--- src/rtl/pc_unit.sv ---
// Program-counter unit for the fetch stage.
// Holds the fetch index and picks the next one from: exception vector,
// branch/jump redirect, return-address stack, stall hold, or pc+INCR.
// A BOOT/RUN/HALT state machine qualifies fetches via fetch_valid.
// State updates happen on the falling clock edge to match the fetch datapath.
// Optional feature: define PC_RAS_EN to build the return-address stack;
// without it ras_push/ras_pop are ignored, ras_empty=1 and ras_overflow=0.
module pc_unit #(
    parameter int                 WIDTH        = 32,
    parameter int                 INCR         = 4,
    parameter logic [WIDTH-1:0]   RESET_VECTOR = 32'h0000_0000,
    parameter logic [WIDTH-1:0]   EXC_VECTOR   = 32'h0000_0180,
    parameter int                 RAS_DEPTH    = 4
) (
    input  logic             clk,
    input  logic             rst,
    input  logic             stall,
    input  logic             halt,
    input  logic             resume,
    input  logic             exc,
    input  logic             redirect,
    input  logic [WIDTH-1:0] redirect_target,
    input  logic             ras_push,
    input  logic             ras_pop,
    output logic [WIDTH-1:0] pc,
    output logic [WIDTH-1:0] pc_plus,
    output logic             fetch_valid,
    output logic             halted,
    output logic             ras_empty,
    output logic             ras_overflow
);

    typedef enum logic [1:0] {
        ST_BOOT = 2'd0,
        ST_RUN  = 2'd1,
        ST_HALT = 2'd2
    } state_t;

    state_t           state_q, state_d;
    logic [WIDTH-1:0] pc_q, pc_d;
    logic             fetch_valid_q, fetch_valid_d;
    logic             halted_q, halted_d;

    // Interface between the next-PC selector and the stack.
    logic             ras_active;  // a RUN edge on which the stack may change
    logic             pop_hit;     // a pop that actually removes an entry
    logic [WIDTH-1:0] ras_top;

    // Sequential successor; wraps modulo 2^WIDTH.
    assign pc_plus = pc_q + WIDTH'(INCR);

    // Stack moves only on RUN edges that are not exceptions, halts or stalls.
    assign ras_active = (state_q == ST_RUN) && !exc && !halt && !stall;

    assign pc          = pc_q;
    assign fetch_valid = fetch_valid_q;
    assign halted      = halted_q;

`ifdef PC_RAS_EN
    localparam int PTR_W = $clog2(RAS_DEPTH);
    localparam int CNT_W = $clog2(RAS_DEPTH + 1);

    // Circular buffer: ptr_q indexes the newest entry, cnt_q counts live
    // entries. When full, the slot after the newest is the oldest, so a push
    // naturally overwrites it.
    logic [WIDTH-1:0] ras_q [RAS_DEPTH];
    logic [WIDTH-1:0] ras_d [RAS_DEPTH];
    logic [PTR_W-1:0] ptr_q, ptr_d, ptr_up;
    logic [CNT_W-1:0] cnt_q, cnt_d;
    logic             ovf_q, ovf_d;
    logic             do_push, do_pop;

    assign ptr_up       = ptr_q + PTR_W'(1);
    assign ras_top      = ras_q[ptr_q];
    assign do_push      = ras_active && ras_push;
    assign do_pop       = ras_active && ras_pop && (cnt_q != '0);
    assign pop_hit      = do_pop;
    assign ras_empty    = (cnt_q == '0);
    assign ras_overflow = ovf_q;

    // Stack next-state: push, pop, or replace-top when both arrive together.
    always_comb begin
        ras_d = ras_q;
        ptr_d = ptr_q;
        cnt_d = cnt_q;
        ovf_d = ovf_q;
        if (do_push && do_pop) begin
            ras_d[ptr_q] = pc_plus;
        end else if (do_push) begin
            ptr_d         = ptr_up;
            ras_d[ptr_up] = pc_plus;
            if (cnt_q == CNT_W'(RAS_DEPTH)) begin
                ovf_d = 1'b1;
            end else begin
                cnt_d = cnt_q + CNT_W'(1);
            end
        end else if (do_pop) begin
            ptr_d = ptr_q - PTR_W'(1);
            cnt_d = cnt_q - CNT_W'(1);
        end
    end

    // Stack registers; overflow is sticky until reset.
    always_ff @(negedge clk or posedge rst) begin
        if (rst) begin
            for (int i = 0; i < RAS_DEPTH; i++) begin
                ras_q[i] <= '0;
            end
            ptr_q <= '0;
            cnt_q <= '0;
            ovf_q <= 1'b0;
        end else begin
            ras_q <= ras_d;
            ptr_q <= ptr_d;
            cnt_q <= cnt_d;
            ovf_q <= ovf_d;
        end
    end
`else
    logic unused_ras;

    assign ras_top      = '0;
    assign pop_hit      = 1'b0;
    assign ras_empty    = 1'b1;
    assign ras_overflow = 1'b0;
    assign unused_ras   = ras_push ^ ras_pop ^ ras_active ^ (RAS_DEPTH == 0);
`endif

    // Next state and next PC; exception beats halt, halt beats redirects.
    always_comb begin
        state_d = state_q;
        pc_d    = pc_q;
        case (state_q)
            ST_BOOT: begin
                state_d = ST_RUN;
                pc_d    = RESET_VECTOR;
            end
            ST_RUN: begin
                if (exc) begin
                    pc_d = EXC_VECTOR;
                end else if (halt) begin
                    state_d = ST_HALT;
                end else if (redirect) begin
                    pc_d = redirect_target;
                end else if (pop_hit) begin
                    pc_d = ras_top;
                end else if (stall) begin
                    pc_d = pc_q;
                end else begin
                    pc_d = pc_plus;
                end
            end
            ST_HALT: begin
                if (exc) begin
                    state_d = ST_RUN;
                    pc_d    = EXC_VECTOR;
                end else if (resume) begin
                    state_d = ST_RUN;
                end
            end
            default: begin
                state_d = ST_BOOT;
                pc_d    = RESET_VECTOR;
            end
        endcase
        fetch_valid_d = (state_d == ST_RUN);
        halted_d      = (state_d == ST_HALT);
    end

    // PC and state registers.
    always_ff @(negedge clk or posedge rst) begin
        if (rst) begin
            state_q       <= ST_BOOT;
            pc_q          <= RESET_VECTOR;
            fetch_valid_q <= 1'b0;
            halted_q      <= 1'b0;
        end else begin
            state_q       <= state_d;
            pc_q          <= pc_d;
            fetch_valid_q <= fetch_valid_d;
            halted_q      <= halted_d;
        end
    end

endmodule

--- config.mk ---
export PLATFORM = sky130hd
export DESIGN_NAME = pc_unit
export DESIGN_NICKNAME = d
export VERILOG_FILES = /design/src/rtl/pc_unit.sv
export SDC_FILE = /design/constraint.sdc
export NUM_CORES = 1
export LEC_CHECK = 0
export CAP_MARGIN = 5
export CELL_PAD_IN_SITES_DETAIL_PLACEMENT = 1
export CELL_PAD_IN_SITES_GLOBAL_PLACEMENT = 2
export CORE_MARGIN = 3
export CORE_UTILIZATION = 24
export DETAILED_ROUTE_END_ITERATION = 10
export PLACE_DENSITY_LB_ADDON = 0.1
export SLEW_MARGIN = 15
export SYNTH_ARGS = -nofsm -noshare
export SYNTH_HDL_FRONTEND = slang
export SYNTH_SLANG_ARGS = --single-unit
export TNS_END_PERCENT = 1
--- constraint.sdc ---
create_clock -name clk -period 3.2 [get_ports clk]
set_input_delay 0.96 -clock clk [delete_from_list [all_inputs] [get_ports clk]]
set_output_delay 0.96 -clock clk [all_outputs]
set_load 0.03 [all_outputs]
==> results.py <==
metrics = {
    "run_status": {
        "status": "finished with violations",
        "failed_checks": "setup timing",
    },
    "power_and_ir_drop": {
        "cellLeakagePower_nw": 2.53,
        "combPwrFrac_pct": 54.9,
        "ir_drop_uv": 207,
        "p_int_mw": 1.22,
        "clkPwrFrac_pct": 16.6,
        "netSwitchingPower_mw": 0.819,
        "p_sw_share_pct": 40.2,
        "power_mw": 2.04,
        "seqPwrFrac_pct": 28.5,
        "p_per_area_nw_per_um2": 388,
    },
    "worst_setup_path": {
        "crit_path_top_delay_cell": "dfrtn_1",
        "critPathLaunchType": "flip-flop",
        "cp.arrival_ps": 3720,
        "slowest_delay_ps": 430,
        "critical_path.top_delay_family": "simple AND/OR/NAND/NOR gates",
        "cp.required_ps": 2240,
        "crit_chain": "buf_6, nand4_4, buf_4, nor4_4, a31oi_2, or2_2, clkdlybuf4s15_2",
        "cp_num_buf_inv": 3,
        "endpoint_kind": "output port",
        "path_max_fanout": 3,
        "critical_path_class": "flip-flop to output port",
    },
    "final_layout": {
        "layout-drive-gt1-share_pct": 48.1,
        "diodes": 0,
        "final_nets": 552,
        "multi_input_area_um2": 1970,
        "fillers": 1219,
        "area_delta_synth_final_pct": 96.2,
        "seq_area_um2": 901,
    },
    "yosys": {
        "synth_top_flop_cell": "dfrtn_1",
        "syn_area_um2": 2680,
        "synth_top_area_share_pct": 33.6,
        "ys_seq_area_share_pct": 33.6,
        "syn_inst": 315,
        "synth_top_cells_by_area": "dfrtn_1 (34%), xnor2_1 (5.6%), nand2_1 (4.2%), o21ai_0 (3.6%), a21oi_1 (3.4%)",
        "ys_async_sr_fraction_pct": 100,
        "synth_edf_count": 0,
        "syn_avg_cell_area_um2": 8.50,
        "ys_seq_elements": 36,
        "yosys_warnings": 0,
        "yosys.area.top_type": "dfrtn_1",
        "yosysUniqueCellTypes": 56,
        "syn_nets": 361,
    },
    "route": {
        "drc": 0,
        "vias_per_cell": 4.87,
        "routed_wl_um": 11000,
        "wl_per_cell_um": 17.1,
        "dr_total_vias": 3129,
        "drt_iter0_drc": 89,
        "firstDrtPassIters": 4,
        "ant_nets": 0,
    },
    "place": {
        "gp_congestion": 0.780,
        "hpwl_um": 8450,
        "portBuffers": 104,
    },
    "clocking": {
        "cts_tree": "yes",
        "path_clk_slew_ps": 50,
        "hold_buffers": 0,
        "cts-buffers-inserted": 5,
        "clkLatencyLatePin_ps": 290,
        "cts_root_buf": "clkbuf_8",
        "cts.sinks": 36,
        "clk_path_buf_depth": 2,
        "htree_levels": 2,
    },
    "global_routing": {
        "grtUsageTotal_pct": 17.6,
        "gr-total-overflow": 0,
        "grt_pass1_vias": 3413,
        "grt_max_degree": 37,
        "grt_pass1_wl_um": 17800,
        "antenna_found_initial": 0,
    },
    "floorplanning": {
        "dieArea_um2": 12500,
        "fp.dieH_um": 112,
        "ios": 109,
        "initial_utilization_pct": 25.3,
        "core-area_um2": 10600,
        "row_count": 37,
        "die_w_um": 112,
    },
    "flow_run": {
        "maxCapViolCount": 0,
    },
    "sta": {
        "hold_slack_ps": 488,
        "fin_ws_ps": -1480,
        "finalMaxSlewViolations": 0,
        "setup_viol": 96,
        "skew_ps": 5.74,
        "hold_violations": 0,
        "rsz0062_at_grt": "yes",
    },
    "hold_path": {
        "worstHoldPathType": "flip-flop to flip-flop",
    },
}
==> final timing paths <==
kind / startpoint / to / slack, ps / depth (start not counted)
hold reg to reg: pc[0] / pc[0] / 490 / 1
max in group asynchronous: rst / pc[9] / 450 / 3
setup reg to reg: pc[10] / pc[29] / 1160 / 8
min in group asynchronous: rst / halted / 2510 / 3
setup / recovery: pc[10] / pc_plus[22] / -1480 / 7
hold / removal: pc[0] / pc[0] / 490 / 1
==> logic make-up (layout without fill, tap and decap cells) <==
family | after synthesis | count (layout) | synth area share [%]
muxes | 4 | 4 | 1.50
DFF | 36 | 36 | 33.6
and+or+nand+nor | 122 | 122 | 27.7
buffers and inverters | 39 | 231 | 6.21
xor gates and xnor gates | 25 | 25 | 8.18
AOI/OAI and AO/OA | 82 | 82 | 20.1
other | 2 | 2 | 0.280
adders and majority gates | 5 | 5 | 2.34
==> power by group through the flow <==
stage	Combinational (mW)	Clock, mW	Sequential, mW
final	1.12	0.339	0.580
after global routing	1.20	0.378	0.589
after floorplan	0.417	0	0.686
after detailed placement	0.987	0	0.583
after CTS	1.10	0.355	0.580
after global placement	0.976	0	0.580
==> cell type report <==
cell class / count / area share [%]
inverter: 17 / 1.21
timing repair buffer: 206 / 39.1
clock buffer: 8 / 1.71
multi-input combinational: 240 / 37.6
tap: 136 / 3.24
sequential: 36 / 17.1
==> layer usage <==
layer  GRT usage, %  part of all wire, %  up-vias
met5              0                    0        -
met4           3.16                 0.65        0
met3           2.77                  3.4        7
met2           30.8                   50       56
met1           23.2                   46     1544
li1               -                    -     1522
==> cells in the mapped netlist (all sizes together) (2+ instances only) <==
library cell and number:
nor2 22, o22ai 4, o21ai 20, a32oi 3, ha 5, nand3 13
or2 3, and2 2, nand2b 6, a21oi 18, inv 17, nor4 9
and3 4, buf 10, dfrtn 36, o2bb2ai 2, a22o 6, nand2 30
or4 2, nor3b 2, a31oi 4, xnor2 17, clkbuf 12, a22oi 3
a32o 2, o31ai 4, nand4 10, nand3b 5, a21o 4, and4 3
o311ai 4, nor2b 2, xor2 8, a41oi 2, conb 2, mux2i 4
nor3 7
==> stage by stage <==
stage | instances | setup slack [ps] | instance area, um2 | utilization (%) | TNS [ps]
after floorplan | 315 | -1460 | 2830 | - | -54420
after global placement | 622 | -1520 | 4560 | 43.1 | -63070
after detailed placement | 622 | -1550 | 4560 | 43.1 | -64590
after CTS | 639 | -1500 | 5090 | 48.0 | -53740
after global routing | 643 | -1590 | 5250 | 49.6 | -59380
final | 643 | -1480 | 5250 | 49.6 | -53240
==> cell usage in the layout, fill, tap and decap left out, types with 6 or more instances in the layout <==
cell / count
clkbuf_8: 6
a21oi_1: 14
inv_1: 16
nand3_1: 7
o21ai_1: 13
nor2_2: 6
buf_4: 79
xnor2_2: 7
xnor2_1: 6
nand2_1: 25
dfrtn_1: 36
buf_12: 9
buf_6: 81
nor2_1: 14
xor2_1: 6
clkdlybuf4s50_1: 33
a22o_1: 6
nand4_1: 6
==> registers in the layout, indices dropped and copies added (netlist names) <==
| signal | flops |
|---|---|
| state_q | 2 |
| halted | 1 |
| pc | 32 |
| fetch_valid | 1 |
==> timing repair <==
action                                 4_1_cts  5_1_grt
endpoints found under the hold margin        0        0
resized for setup                          132       30
setup endpoints to repair                  102      100
setup buffers                                9        4
pin swaps                                   25        9
Power figures use the tool's default switching activity.
